<file path="src/rtl/spi_slave_byte_if_if.sv">
// SPI pin and byte-stream bundle shared by spi_slave_byte_if and whatever drives it.
// The slave modport is the view of the SPI front end; master is the pins/consumer side.
interface spi_slave_byte_if_if;
    logic       spi_sclk_i;
    logic       spi_ss_i;
    logic       spi_mosi_i;
    logic       spi_miso_o;
    logic       spi_miso_oe_o;
    logic [7:0] rx_data_o;
    logic       rx_valid_o;
    logic       rx_ready_i;
    logic [7:0] tx_data_i;
    logic       tx_valid_i;
    logic       tx_ready_o;
    logic       frame_active_o;
    logic       frame_end_o;
    logic       overrun_o;

    modport slave (
        input  spi_sclk_i, spi_ss_i, spi_mosi_i, rx_ready_i, tx_data_i, tx_valid_i,
        output spi_miso_o, spi_miso_oe_o, rx_data_o, rx_valid_o, tx_ready_o,
               frame_active_o, frame_end_o, overrun_o
    );

    modport master (
        output spi_sclk_i, spi_ss_i, spi_mosi_i, rx_ready_i, tx_data_i, tx_valid_i,
        input  spi_miso_o, spi_miso_oe_o, rx_data_o, rx_valid_o, tx_ready_o,
               frame_active_o, frame_end_o, overrun_o
    );
endinterface

</file>
<file path="src/rtl/spi_slave_byte_if.sv">
// SPI mode-0 slave front end oversampled in the block clock: MOSI bytes into an RX FIFO,
// TX bytes onto MISO. Define SPI_SLAVE_FRAME_CNT_EN to add the per-frame byte counter.
module spi_slave_byte_if #(
    parameter int         RX_DEPTH = 4,
    parameter logic [7:0] TX_IDLE  = 8'hFF
) (
    input  logic               block_clk_i,
    input  logic               rst_i,
    spi_slave_byte_if_if.slave bus
`ifdef SPI_SLAVE_FRAME_CNT_EN
    ,
    output logic [7:0]         frame_bytes_o
`endif
);
    localparam int             PTR_W    = (RX_DEPTH > 1) ? $clog2(RX_DEPTH) : 1;
    localparam logic [PTR_W:0] FULL_CNT = (PTR_W + 1)'(RX_DEPTH);

    typedef enum logic {IDLE, ACTIVE} state_e;

    state_e             state_q, state_d;
    logic [2:0]         sclk_sync_q, sclk_sync_d;
    logic [2:0]         ss_sync_q, ss_sync_d;
    logic [2:0]         mosi_sync_q, mosi_sync_d;
    logic [2:0]         bit_cnt_q, bit_cnt_d;
    logic [7:0]         rx_shift_q, rx_shift_d;
    logic [7:0]         tx_shift_q, tx_shift_d;
    logic               byte_done_q, byte_done_d;
    logic               miso_q, miso_d;
    logic               miso_oe_q, miso_oe_d;
    logic               tx_ready_q, tx_ready_d;
    logic               frame_active_q, frame_active_d;
    logic               frame_end_q, frame_end_d;
    logic               overrun_q, overrun_d;
    logic               rx_valid_q, rx_valid_d;
    logic [PTR_W-1:0]   wr_ptr_q, wr_ptr_d;
    logic [PTR_W-1:0]   rd_ptr_q, rd_ptr_d;
    logic [PTR_W:0]     count_q, count_d;
    logic [7:0]         mem_q [RX_DEPTH];
    logic [7:0]         mem_d [RX_DEPTH];
`ifdef SPI_SLAVE_FRAME_CNT_EN
    logic [7:0]         frame_bytes_q, frame_bytes_d;
`endif

    logic sclk_rise, sclk_fall, ss_rise, ss_fall;
    logic pop, push_ok, full;

    // Edges come from stage 2 vs stage 3; mosi stage 2 lines up with the sclk edge seen.
    assign sclk_rise = sclk_sync_q[1] & ~sclk_sync_q[2];
    assign sclk_fall = ~sclk_sync_q[1] & sclk_sync_q[2];
    assign ss_rise   = ss_sync_q[1] & ~ss_sync_q[2];
    assign ss_fall   = ~ss_sync_q[1] & ss_sync_q[2];

    assign full    = (count_q == FULL_CNT);
    assign pop     = rx_valid_q & bus.rx_ready_i;
    assign push_ok = byte_done_q & (~full | pop);

    always_comb begin
        // NOTE: every _d takes its held value first, so no branch can infer a latch.
        state_d        = state_q;
        sclk_sync_d    = {sclk_sync_q[1:0], bus.spi_sclk_i};
        ss_sync_d      = {ss_sync_q[1:0], bus.spi_ss_i};
        mosi_sync_d    = {mosi_sync_q[1:0], bus.spi_mosi_i};
        bit_cnt_d      = bit_cnt_q;
        rx_shift_d     = rx_shift_q;
        tx_shift_d     = tx_shift_q;
        byte_done_d    = 1'b0;
        miso_d         = miso_q;
        miso_oe_d      = miso_oe_q;
        tx_ready_d     = 1'b0;
        frame_end_d    = 1'b0;
        overrun_d      = overrun_q;
        wr_ptr_d       = wr_ptr_q;
        rd_ptr_d       = rd_ptr_q;
        count_d        = count_q;
        mem_d          = mem_q;
`ifdef SPI_SLAVE_FRAME_CNT_EN
        frame_bytes_d  = frame_bytes_q;
        if (byte_done_q && frame_bytes_q != 8'hFF) begin
            frame_bytes_d = frame_bytes_q + 8'd1;
        end
`endif

        case (state_q)
            IDLE: begin
                bit_cnt_d = 3'd0;
                miso_oe_d = 1'b0;
                miso_d    = 1'b0;
                if (ss_fall) begin
                    state_d   = ACTIVE;
                    miso_oe_d = 1'b1;
                    if (bus.tx_valid_i) begin
                        tx_shift_d = bus.tx_data_i;
                        tx_ready_d = 1'b1;
                    end else begin
                        tx_shift_d = TX_IDLE;
                    end
                    miso_d = tx_shift_d[7];
`ifdef SPI_SLAVE_FRAME_CNT_EN
                    frame_bytes_d = 8'd0;
`endif
                end
            end
            ACTIVE: begin
                // A deselect in the same cycle as an sclk edge drops that edge.
                if (ss_rise) begin
                    state_d     = IDLE;
                    frame_end_d = 1'b1;
                    bit_cnt_d   = 3'd0;
                    miso_oe_d   = 1'b0;
                    miso_d      = 1'b0;
                end else begin
                    if (sclk_rise) begin
                        rx_shift_d  = {rx_shift_q[6:0], mosi_sync_q[1]};
                        bit_cnt_d   = bit_cnt_q + 3'd1;
                        byte_done_d = (bit_cnt_q == 3'd7);
                    end
                    if (sclk_fall) begin
                        if (bit_cnt_q == 3'd0) begin
                            if (bus.tx_valid_i) begin
                                tx_shift_d = bus.tx_data_i;
                                tx_ready_d = 1'b1;
                            end else begin
                                tx_shift_d = TX_IDLE;
                            end
                        end else begin
                            tx_shift_d = {tx_shift_q[6:0], 1'b0};
                        end
                        miso_d = tx_shift_d[7];
                    end
                end
            end
            default: state_d = IDLE;
        endcase

        // A full FIFO still accepts a byte when the head leaves in the same cycle.
        if (byte_done_q && full && !pop) begin
            overrun_d = 1'b1;
        end
        if (push_ok) begin
            mem_d[wr_ptr_q] = rx_shift_q;
            wr_ptr_d        = wr_ptr_q + PTR_W'(1);
        end
        if (pop) begin
            rd_ptr_d = rd_ptr_q + PTR_W'(1);
        end
        case ({push_ok, pop})
            2'b10:   count_d = count_q + (PTR_W + 1)'(1);
            2'b01:   count_d = count_q - (PTR_W + 1)'(1);
            default: count_d = count_q;
        endcase

        rx_valid_d     = (count_d != '0);
        frame_active_d = (state_d == ACTIVE);
    end

    always_ff @(posedge block_clk_i or posedge rst_i) begin
        // NOTE: state flops use non-blocking assignment so every flop samples pre-edge values.
        if (rst_i) begin
            state_q        <= IDLE;
            sclk_sync_q    <= '0;
            ss_sync_q      <= '0;
            mosi_sync_q    <= '0;
            bit_cnt_q      <= '0;
            rx_shift_q     <= '0;
            tx_shift_q     <= '0;
            byte_done_q    <= 1'b0;
            miso_q         <= 1'b0;
            miso_oe_q      <= 1'b0;
            tx_ready_q     <= 1'b0;
            frame_active_q <= 1'b0;
            frame_end_q    <= 1'b0;
            overrun_q      <= 1'b0;
            rx_valid_q     <= 1'b0;
            wr_ptr_q       <= '0;
            rd_ptr_q       <= '0;
            count_q        <= '0;
            // NOTE: the storage is reset because rx_data_o reads the head directly and must be 0.
            for (int i = 0; i < RX_DEPTH; i++) begin
                mem_q[i] <= '0;
            end
`ifdef SPI_SLAVE_FRAME_CNT_EN
            frame_bytes_q  <= '0;
`endif
        end else begin
            state_q        <= state_d;
            sclk_sync_q    <= sclk_sync_d;
            ss_sync_q      <= ss_sync_d;
            mosi_sync_q    <= mosi_sync_d;
            bit_cnt_q      <= bit_cnt_d;
            rx_shift_q     <= rx_shift_d;
            tx_shift_q     <= tx_shift_d;
            byte_done_q    <= byte_done_d;
            miso_q         <= miso_d;
            miso_oe_q      <= miso_oe_d;
            tx_ready_q     <= tx_ready_d;
            frame_active_q <= frame_active_d;
            frame_end_q    <= frame_end_d;
            overrun_q      <= overrun_d;
            rx_valid_q     <= rx_valid_d;
            wr_ptr_q       <= wr_ptr_d;
            rd_ptr_q       <= rd_ptr_d;
            count_q        <= count_d;
            mem_q          <= mem_d;
`ifdef SPI_SLAVE_FRAME_CNT_EN
            frame_bytes_q  <= frame_bytes_d;
`endif
        end
    end

    assign bus.spi_miso_o     = miso_q;
    assign bus.spi_miso_oe_o  = miso_oe_q;
    assign bus.rx_data_o      = mem_q[rd_ptr_q];
    assign bus.rx_valid_o     = rx_valid_q;
    assign bus.tx_ready_o     = tx_ready_q;
    assign bus.frame_active_o = frame_active_q;
    assign bus.frame_end_o    = frame_end_q;
    assign bus.overrun_o      = overrun_q;
`ifdef SPI_SLAVE_FRAME_CNT_EN
    assign frame_bytes_o      = frame_bytes_q;
`endif
endmodule
</file>
<file path="src/flat_wrapper.sv">
// flat-port wrapper written by rule: the top's interface ports become plain ports
module spi_slave_byte_if_flat 
#(
    parameter int         RX_DEPTH = 4,
    parameter logic [7:0] TX_IDLE  = 8'hFF
)
  (block_clk_i, rst_i, bus_spi_sclk_i, bus_spi_ss_i, bus_spi_mosi_i, bus_rx_ready_i, bus_tx_data_i, bus_tx_valid_i, bus_spi_miso_o, bus_spi_miso_oe_o, bus_rx_data_o, bus_rx_valid_o, bus_tx_ready_o, bus_frame_active_o, bus_frame_end_o, bus_overrun_o);
  spi_slave_byte_if_if bus_i ();
  input  logic block_clk_i;
  input  logic rst_i;
  input wire logic [$bits(bus_i.spi_sclk_i)-1:0] bus_spi_sclk_i;
  input wire logic [$bits(bus_i.spi_ss_i)-1:0] bus_spi_ss_i;
  input wire logic [$bits(bus_i.spi_mosi_i)-1:0] bus_spi_mosi_i;
  input wire logic [$bits(bus_i.rx_ready_i)-1:0] bus_rx_ready_i;
  input wire logic [$bits(bus_i.tx_data_i)-1:0] bus_tx_data_i;
  input wire logic [$bits(bus_i.tx_valid_i)-1:0] bus_tx_valid_i;
  output wire logic [$bits(bus_i.spi_miso_o)-1:0] bus_spi_miso_o;
  output wire logic [$bits(bus_i.spi_miso_oe_o)-1:0] bus_spi_miso_oe_o;
  output wire logic [$bits(bus_i.rx_data_o)-1:0] bus_rx_data_o;
  output wire logic [$bits(bus_i.rx_valid_o)-1:0] bus_rx_valid_o;
  output wire logic [$bits(bus_i.tx_ready_o)-1:0] bus_tx_ready_o;
  output wire logic [$bits(bus_i.frame_active_o)-1:0] bus_frame_active_o;
  output wire logic [$bits(bus_i.frame_end_o)-1:0] bus_frame_end_o;
  output wire logic [$bits(bus_i.overrun_o)-1:0] bus_overrun_o;
  assign bus_i.spi_sclk_i = bus_spi_sclk_i;
  assign bus_i.spi_ss_i = bus_spi_ss_i;
  assign bus_i.spi_mosi_i = bus_spi_mosi_i;
  assign bus_i.rx_ready_i = bus_rx_ready_i;
  assign bus_i.tx_data_i = bus_tx_data_i;
  assign bus_i.tx_valid_i = bus_tx_valid_i;
  assign bus_spi_miso_o = bus_i.spi_miso_o;
  assign bus_spi_miso_oe_o = bus_i.spi_miso_oe_o;
  assign bus_rx_data_o = bus_i.rx_data_o;
  assign bus_rx_valid_o = bus_i.rx_valid_o;
  assign bus_tx_ready_o = bus_i.tx_ready_o;
  assign bus_frame_active_o = bus_i.frame_active_o;
  assign bus_frame_end_o = bus_i.frame_end_o;
  assign bus_overrun_o = bus_i.overrun_o;
  spi_slave_byte_if #(.RX_DEPTH(RX_DEPTH), .TX_IDLE(TX_IDLE)) u_core (.block_clk_i(block_clk_i), .rst_i(rst_i), .bus(bus_i));
endmodule
</file>
<file path="config.mk">
export PLATFORM = sky130hd
export DESIGN_NAME = spi_slave_byte_if_flat
export DESIGN_NICKNAME = d
export VERILOG_FILES = /design/src/rtl/spi_slave_byte_if_if.sv /design/src/rtl/spi_slave_byte_if.sv /design/src/flat_wrapper.sv
export SDC_FILE = /design/constraint.sdc
export NUM_CORES = 1
export LEC_CHECK = 0
export ABC_AREA = 1
export BUFFER_PORTS_ARGS = -buffer_cell sky130_fd_sc_hd__buf_2
export CAP_MARGIN = 20
export CORE_MARGIN = 2
export CORE_UTILIZATION = 40
export CTS_CLUSTER_DIAMETER = 50
export DETAILED_ROUTE_END_ITERATION = 12
export HOLD_SLACK_MARGIN = 0.02
export SLEW_MARGIN = 30
export SYNTH_ARGS = -nofsm -noshare
export SYNTH_HDL_FRONTEND = slang
export SYNTH_SLANG_ARGS = --single-unit
</file>
<file path="constraint.sdc">
create_clock -name block_clk_i -period 2.8 [get_ports block_clk_i]
set_clock_uncertainty 0.05 [all_clocks]
set_input_delay 0.14 -clock block_clk_i [delete_from_list [all_inputs] [get_ports block_clk_i]]
set_output_delay 0.14 -clock block_clk_i [all_outputs]
set_load 0.005 [all_outputs]
</file>
[Yosys cells after proc, flatten, opt, wreduce, memory -nomap -nowiden]
Index checks and enable logic that the tools add are counted.
Storage, ports and cells
  bits in writable memories: 0
  latch bits: 0
  logic and storage cells: 99
  input port bits: 15
  memory bits (read-only): 0
  memories: 0
  output and inout port bits: 15
  bits in registers: 73
Operators by class
  bitwise gates (word level): 16
  multipliers: 0
  div/mod/pow operators: 0
  $add $sub $neg: 5
  muxes and demuxes: 36
  reduce and logical (&&, ||, !) cells: 8
  magnitude comparators: 3
  shift operators: 0
  eq/ne operators: 10
Operators by type and width (number)
  8-bit 2-to-1 mux: 5
  32-bit bitwise mux: 1
  7-bit 2-to-1 mux: 3
  8-bit binary-select mux with 2-bit select: 1
  8-bit demux with 2-bit select: 1
  1-bit 2-to-1 mux: 16
  7-bit one-hot mux with 2 select lines: 1
  3-bit one-hot mux with 2 select lines: 2
  1-bit one-hot mux with 2 select lines: 4
  1-bit inverter: 7
  3-bit by 1-bit adder with 3-bit output (second input constant): 2
  1-bit bitwise AND: 6
  3-bit equality test (second input constant): 2
  3-bit greater-or-equal comparator (second input constant): 2
  3-bit 2-to-1 mux: 2
  2-bit inequality test (second input constant): 3
  3-bit inequality test (second input constant): 2
  2-bit inverter with 3-bit output: 2
  3-bit AND reduction: 2
  2-bit by 1-bit adder with 2-bit output (second input constant): 2
  1-bit logical AND: 3
  3-bit zero test: 1
  3-bit by 1-bit less-than comparator with 1-bit output (second input constant): 1
  3-bit nonzero test: 1
  other kinds (6): 6

[Longest topological paths before layout]
  word-level depth: 7
  gate-level depth with buffers: 10
  gate-level depth less buffers: 10

[Worst setup path before layout]
OpenSTA, ideal clock, no wires.
  kind: register to register
  start: register u_core.count_q[0]
  end: register u_core.rx_valid_q (netlist: u_core.bus.rx_valid_o)
  period minus slack after synthesis: 1868 ps
  data arrival time: 1693 ps
  required time: 2625 ps
  buffers on the path: 0
  slack: 932 ps
  library setup time: 125 ps
  cell stages (with the launch flop): 10
  cells stage by stage: dfrtp_1 -> nor2_1 -> nand3_2 -> nand2_1 -> ha_1 -> fa_1 -> inv_1 -> o21ai_0 -> nor2_1 -> nand3_1
Between the ends
  longest elaborated chain between the ends: 7
  elaborated cells on any way between the ends: 10
  those cells by class: add/sub: 2; eq/ne: 3; mux: 1; bitwise: 3; reduce/logical: 1
RTL lines
  start, declared: line spi_slave_byte_if.sv:37  | logic [PTR_W:0] count_q, count_d;
  start signal, assigned: line spi_slave_byte_if.sv:202  | count_q <= count_d;
  3-bit equality test: line spi_slave_byte_if.sv:53  | assign full = (count_q == FULL_CNT);
  1-bit inverter: line spi_slave_byte_if.sv:55  | assign push_ok = byte_done_q & (~full | pop);
  1-bit bitwise OR: line spi_slave_byte_if.sv:55
  1-bit bitwise AND: line spi_slave_byte_if.sv:55
  2-bit by 1-bit equality test with 1-bit output / 2-bit equality test (equally long branches): line spi_slave_byte_if.sv:146  | case ({push_ok, pop})
  3-bit one-hot mux with 2 select lines *: line spi_slave_byte_if.sv:146
  named net u_core.count_d[1]: line spi_slave_byte_if.sv:37
  3-bit nonzero test *: line spi_slave_byte_if.sv:152  | rx_valid_d = (count_d != '0);
  named net u_core.rx_valid_d: line spi_slave_byte_if.sv:34  | logic rx_valid_q, rx_valid_d;
  end signal, assigned: line spi_slave_byte_if.sv:199  | rx_valid_q <= rx_valid_d;
  end, declared: line spi_slave_byte_if.sv:34
The timed path passes the listed nets; every way through them passes the cells marked *.
A chain may end at the register's enable or synchronous reset.

[Final worst setup path]
Ends and elaborated chain as after synthesis.

==> results.sh <==
export IMPL_status="finished, final reports clean"
export IMPL_p_leak_nw=1.786
export IMPL_drcViolationCount=0
export IMPL_cts_tree="built"
export IMPL_crit_path_frequent_cell="nor2_1"
export IMPL_chipWidth_um=92.72
export IMPL_synth_seq_cells=73
export IMPL_worst_hold_path_endpoint="u_core.tx_shift_q[4]"
export IMPL_final_setup_tns_ps=0
export IMPL_coreArea_sq_um=7687
export IMPL_crit_required_ps=2980
export IMPL_p_per_area_nw_per_um2=746.2
export IMPL_cts_made_buffers=9
export IMPL_num_fill_cells=802
export IMPL_path_cells="nor2_1 -> nand3_2 -> nand2_1 -> ha_1 -> fa_1 -> inv_1 -> o21ai_0 -> nor2_1 -> nand3_1"
export IMPL_postPlaceCellArea_sq_um=3362
export IMPL_slew_headroom_pct=56.18
export IMPL_vias=2324
export IMPL_ios=30
export IMPL_r2r_start="u_core.count_q[0]"
export IMPL_hpwl_mm=3.856
export IMPL_ys_flop_type="dfrtp_1"
export IMPL_period_share_pct=74.32
export IMPL_crit_buf_inv=1
export IMPL_synthTopCellsByArea="dfrtp_1, nand2_1, o21ai_0"
export IMPL_finalHoldViolations=0
export IMPL_drv_cap=0
export IMPL_cts_root_buf="clkbuf_8"
export IMPL_yosys_warnings=0
export IMPL_num_rows=32
export IMPL_cts_hold_buf=3
export IMPL_cts_setup_buffers=0
export IMPL_grt_ovfl_total=0
export IMPL_min_period_ps=2081
export IMPL_fin_cells=493
export IMPL_fin_nets=410
export IMPL_seq_area_frac_synth_pct=58.03
export IMPL_synth_simple_area_share_pct=18.36
export IMPL_hold_path_class="in2reg"
export IMPL_rsz0062_at_grt="no"
export IMPL_clock_sinks=73
export IMPL_htree_levels=3
export IMPL_numPortBuffers=29
export IMPL_cts_buffer_depth=2
export IMPL_worstMarginPinSlew_ps=657.3
export IMPL_synthMuxAreaShare_pct=0
export IMPL_synth_compound_area_share_pct=12.80
export IMPL_critPathMaxStageDelay_ps=420
export IMPL_drt_wl_total_mm=5.992
export IMPL_slew_viol_final=0
export IMPL_async_flop_share_pct=100.0
export IMPL_cp_arrival_ps=2260
export IMPL_synth_xor_area_share_pct=0.8347
export IMPL_fmax_mhz=480.6
export IMPL_antenna_found_initial=0
export IMPL_grt_total_usage_pct=15.77
export IMPL_syn_area_per_cell_sq_um=9.020
export IMPL_r2r_end="u_core.bus.rx_valid_o"
export IMPL_cts_clk_slew_worst_paths_ps=80
export IMPL_synthesis_area_sq_um=3148
export IMPL_diodes=0
export IMPL_drt_pass1_iter_count=4
export IMPL_r2r_cells=9
export IMPL_setup_violations=0
export IMPL_gp_congestion=0.7870
export IMPL_initial_core_util_pct=40.95
export IMPL_r2r_slack_ps=720
export IMPL_fp_dieH_um=92.72
export IMPL_dr_first_iter_drc_count=192
export IMPL_post_place_cells=473
export IMPL_grt_pass1_wl_mm=10.56
export IMPL_critical_path_class="reg2reg"
export IMPL_ir_drop_mv=0.4539
export IMPL_drtAntennaViolNets=0
export IMPL_synthAdderAreaFrac_pct=3.816
export IMPL_area_delta_synth_final_pct=13.59
export IMPL_synth_edf_count=0
export IMPL_min_path_cells=5
export IMPL_synthCells=349
export IMPL_synth_top_family_by_area="simple AND/OR/NAND/NOR gates"
export IMPL_start_kind="register"
export IMPL_drive_gt1_share_pct=13.04
export IMPL_min_from="bus_tx_data_i[4]"
export IMPL_synth_top_area_share_pct=58.03
export IMPL_clock_latency_ps=340
export IMPL_cts_repair_resized=0
export IMPL_cp_max_fo=6
export IMPL_routed_via_density=4.714
export IMPL_cpMaxStageDelayCell="dfrtp_1"
export IMPL_yosys_area_top_type="dfrtp_1"
export IMPL_syn_nets=373
export IMPL_endpoint_kind="register"
export IMPL_grt_max_degree=74
export IMPL_critPathTopFamily="simple AND/OR/NAND/NOR gates"
export IMPL_stdcell_area_sq_um=3576
export IMPL_dieArea_sq_um=8596
export IMPL_grt_pass1_vias=2228
export IMPL_synth_distinct_cells=22
export IMPL_avgRoutedWirePerCell_um=12.15
[layout by cell type (no fill, tap or decap), drive strengths merged]
cell / Yosys / layout
clkinv: 0 / 3
ha: 8 / 8
nand3: 12 / 12
o21bai: 1 / 1
a21oi: 4 / 4
o22ai: 8 / 8
nand3b: 1 / 1
nand2: 98 / 98
clkbuf: 2 / 10
inv: 32 / 33
xnor2: 1 / 1
dfrtp: 73 / 73
nor2: 34 / 34
fa: 1 / 1
buf: 7 / 31
xor2: 2 / 2
clkinvlp: 0 / 2
o21ai: 65 / 65
dlygate4sd3: 0 / 4
[worst register-to-register path: stages, from the launching register on]
cell and delay [ps]:
dfrtp_1 420, nor2_1 170, nand3_2 130, nand2_1 160, ha_1 230, fa_1 430, inv_1 60, o21ai_0 100
nor2_1 130, nand3_1 90
[per-stage QoR]
step	power (mW)	setup WS (ps)	hold slack (ps)	utilization (%)
2_1_floorplan	1.734	756.7	121.4	-
3_3_place_gp	1.957	836.4	197.9	43.73
3_5_place_dp	1.983	709.3	199.8	43.73
4_1_cts	2.721	689.3	44.51	46.34
5_1_grt	2.882	567.6	75.20	46.52
6_report	2.668	719.1	68.52	46.52
[layout make-up]
cell class / instances / area [sq um] / share of cell area (%)
Clock buffer: 10 / 127.6 / 3.569
Clock inverter: 6 / 42.54 / 1.190
Inverter: 32 / 120.1 / 3.359
Multi-Input combinational cell: 235 / 1127 / 31.53
Sequential cell: 73 / 1827 / 51.08
Tap cell: 102 / 127.6 / 3.569
Timing Repair Buffer: 35 / 203.9 / 5.703
[cells in the mapped netlist, types with 3 or more instances]
| library cell | count |
|---|---|
| o21ai_1 | 3 |
| inv_1 | 31 |
| buf_6 | 5 |
| dfrtp_1 | 73 |
| o21ai_0 | 62 |
| nand3_1 | 11 |
| nor2_1 | 34 |
| a21oi_1 | 4 |
| ha_1 | 8 |
| o22ai_1 | 8 |
| nand2_1 | 96 |
[registers in the layout, summed over array words and instances, names as in the netlist, 2 cells and up]
name                count
u_core.mosi_sync_q      2
u_core.wr_ptr_q         2
u_core.bit_cnt_q        3
u_core.mem_q           32
u_core.tx_shift_q       7
u_core.sclk_sync_q      3
u_core.ss_sync_q        3
u_core.rd_ptr_q         2
u_core.count_q          3
u_core.rx_shift_q       8
[kinds of logic after synthesis]
kind of cell	after synthesis
XOR/XNOR	3
buffers and inverters	41
AND/OR/NAND/NOR	145
adder cells (fa/ha/maj)	9
AO/OA/AOI/OAI	78
flip-flops	73
[worst max-delay path by stage]
stage / from / endpoint / slack, ps / cells past startpoint
2_1_floorplan: rst_i / u_core.bit_cnt_q[0] / 760 / 1
4_1_cts: u_core.count_q[0] / u_core.bus.rx_valid_o / 690 / 9
3_3_place_gp: u_core.count_q[0] / u_core.bus.rx_valid_o / 840 / 9
6_report: u_core.count_q[0] / u_core.bus.rx_valid_o / 720 / 9
3_5_place_dp: u_core.count_q[0] / u_core.bus.rx_valid_o / 710 / 9
5_1_grt: u_core.count_q[0] / u_core.bus.rx_valid_o / 570 / 9
[power breakdown]
part	internal (mW)	leakage, nW	switching [mW]
Sequential	1.17	0.948	0.0872
Clock	0.323	0.0827	0.390
Combinational	0.259	0.756	0.436
[per-layer routing]
| layer | track usage [%] | up-vias | wire length (um) |
|---|---|---|---|
| met4 | 4.779 | 0 | 30 |
| met3 | 4.882 | 2 | 267 |
| met2 | 23.48 | 45 | 2708 |
| li1 | - | 1191 | - |
| met1 | 22.26 | 1086 | 2986 |
| met5 | 0 | - | 0 |
(Power assumes the default switching activity.)
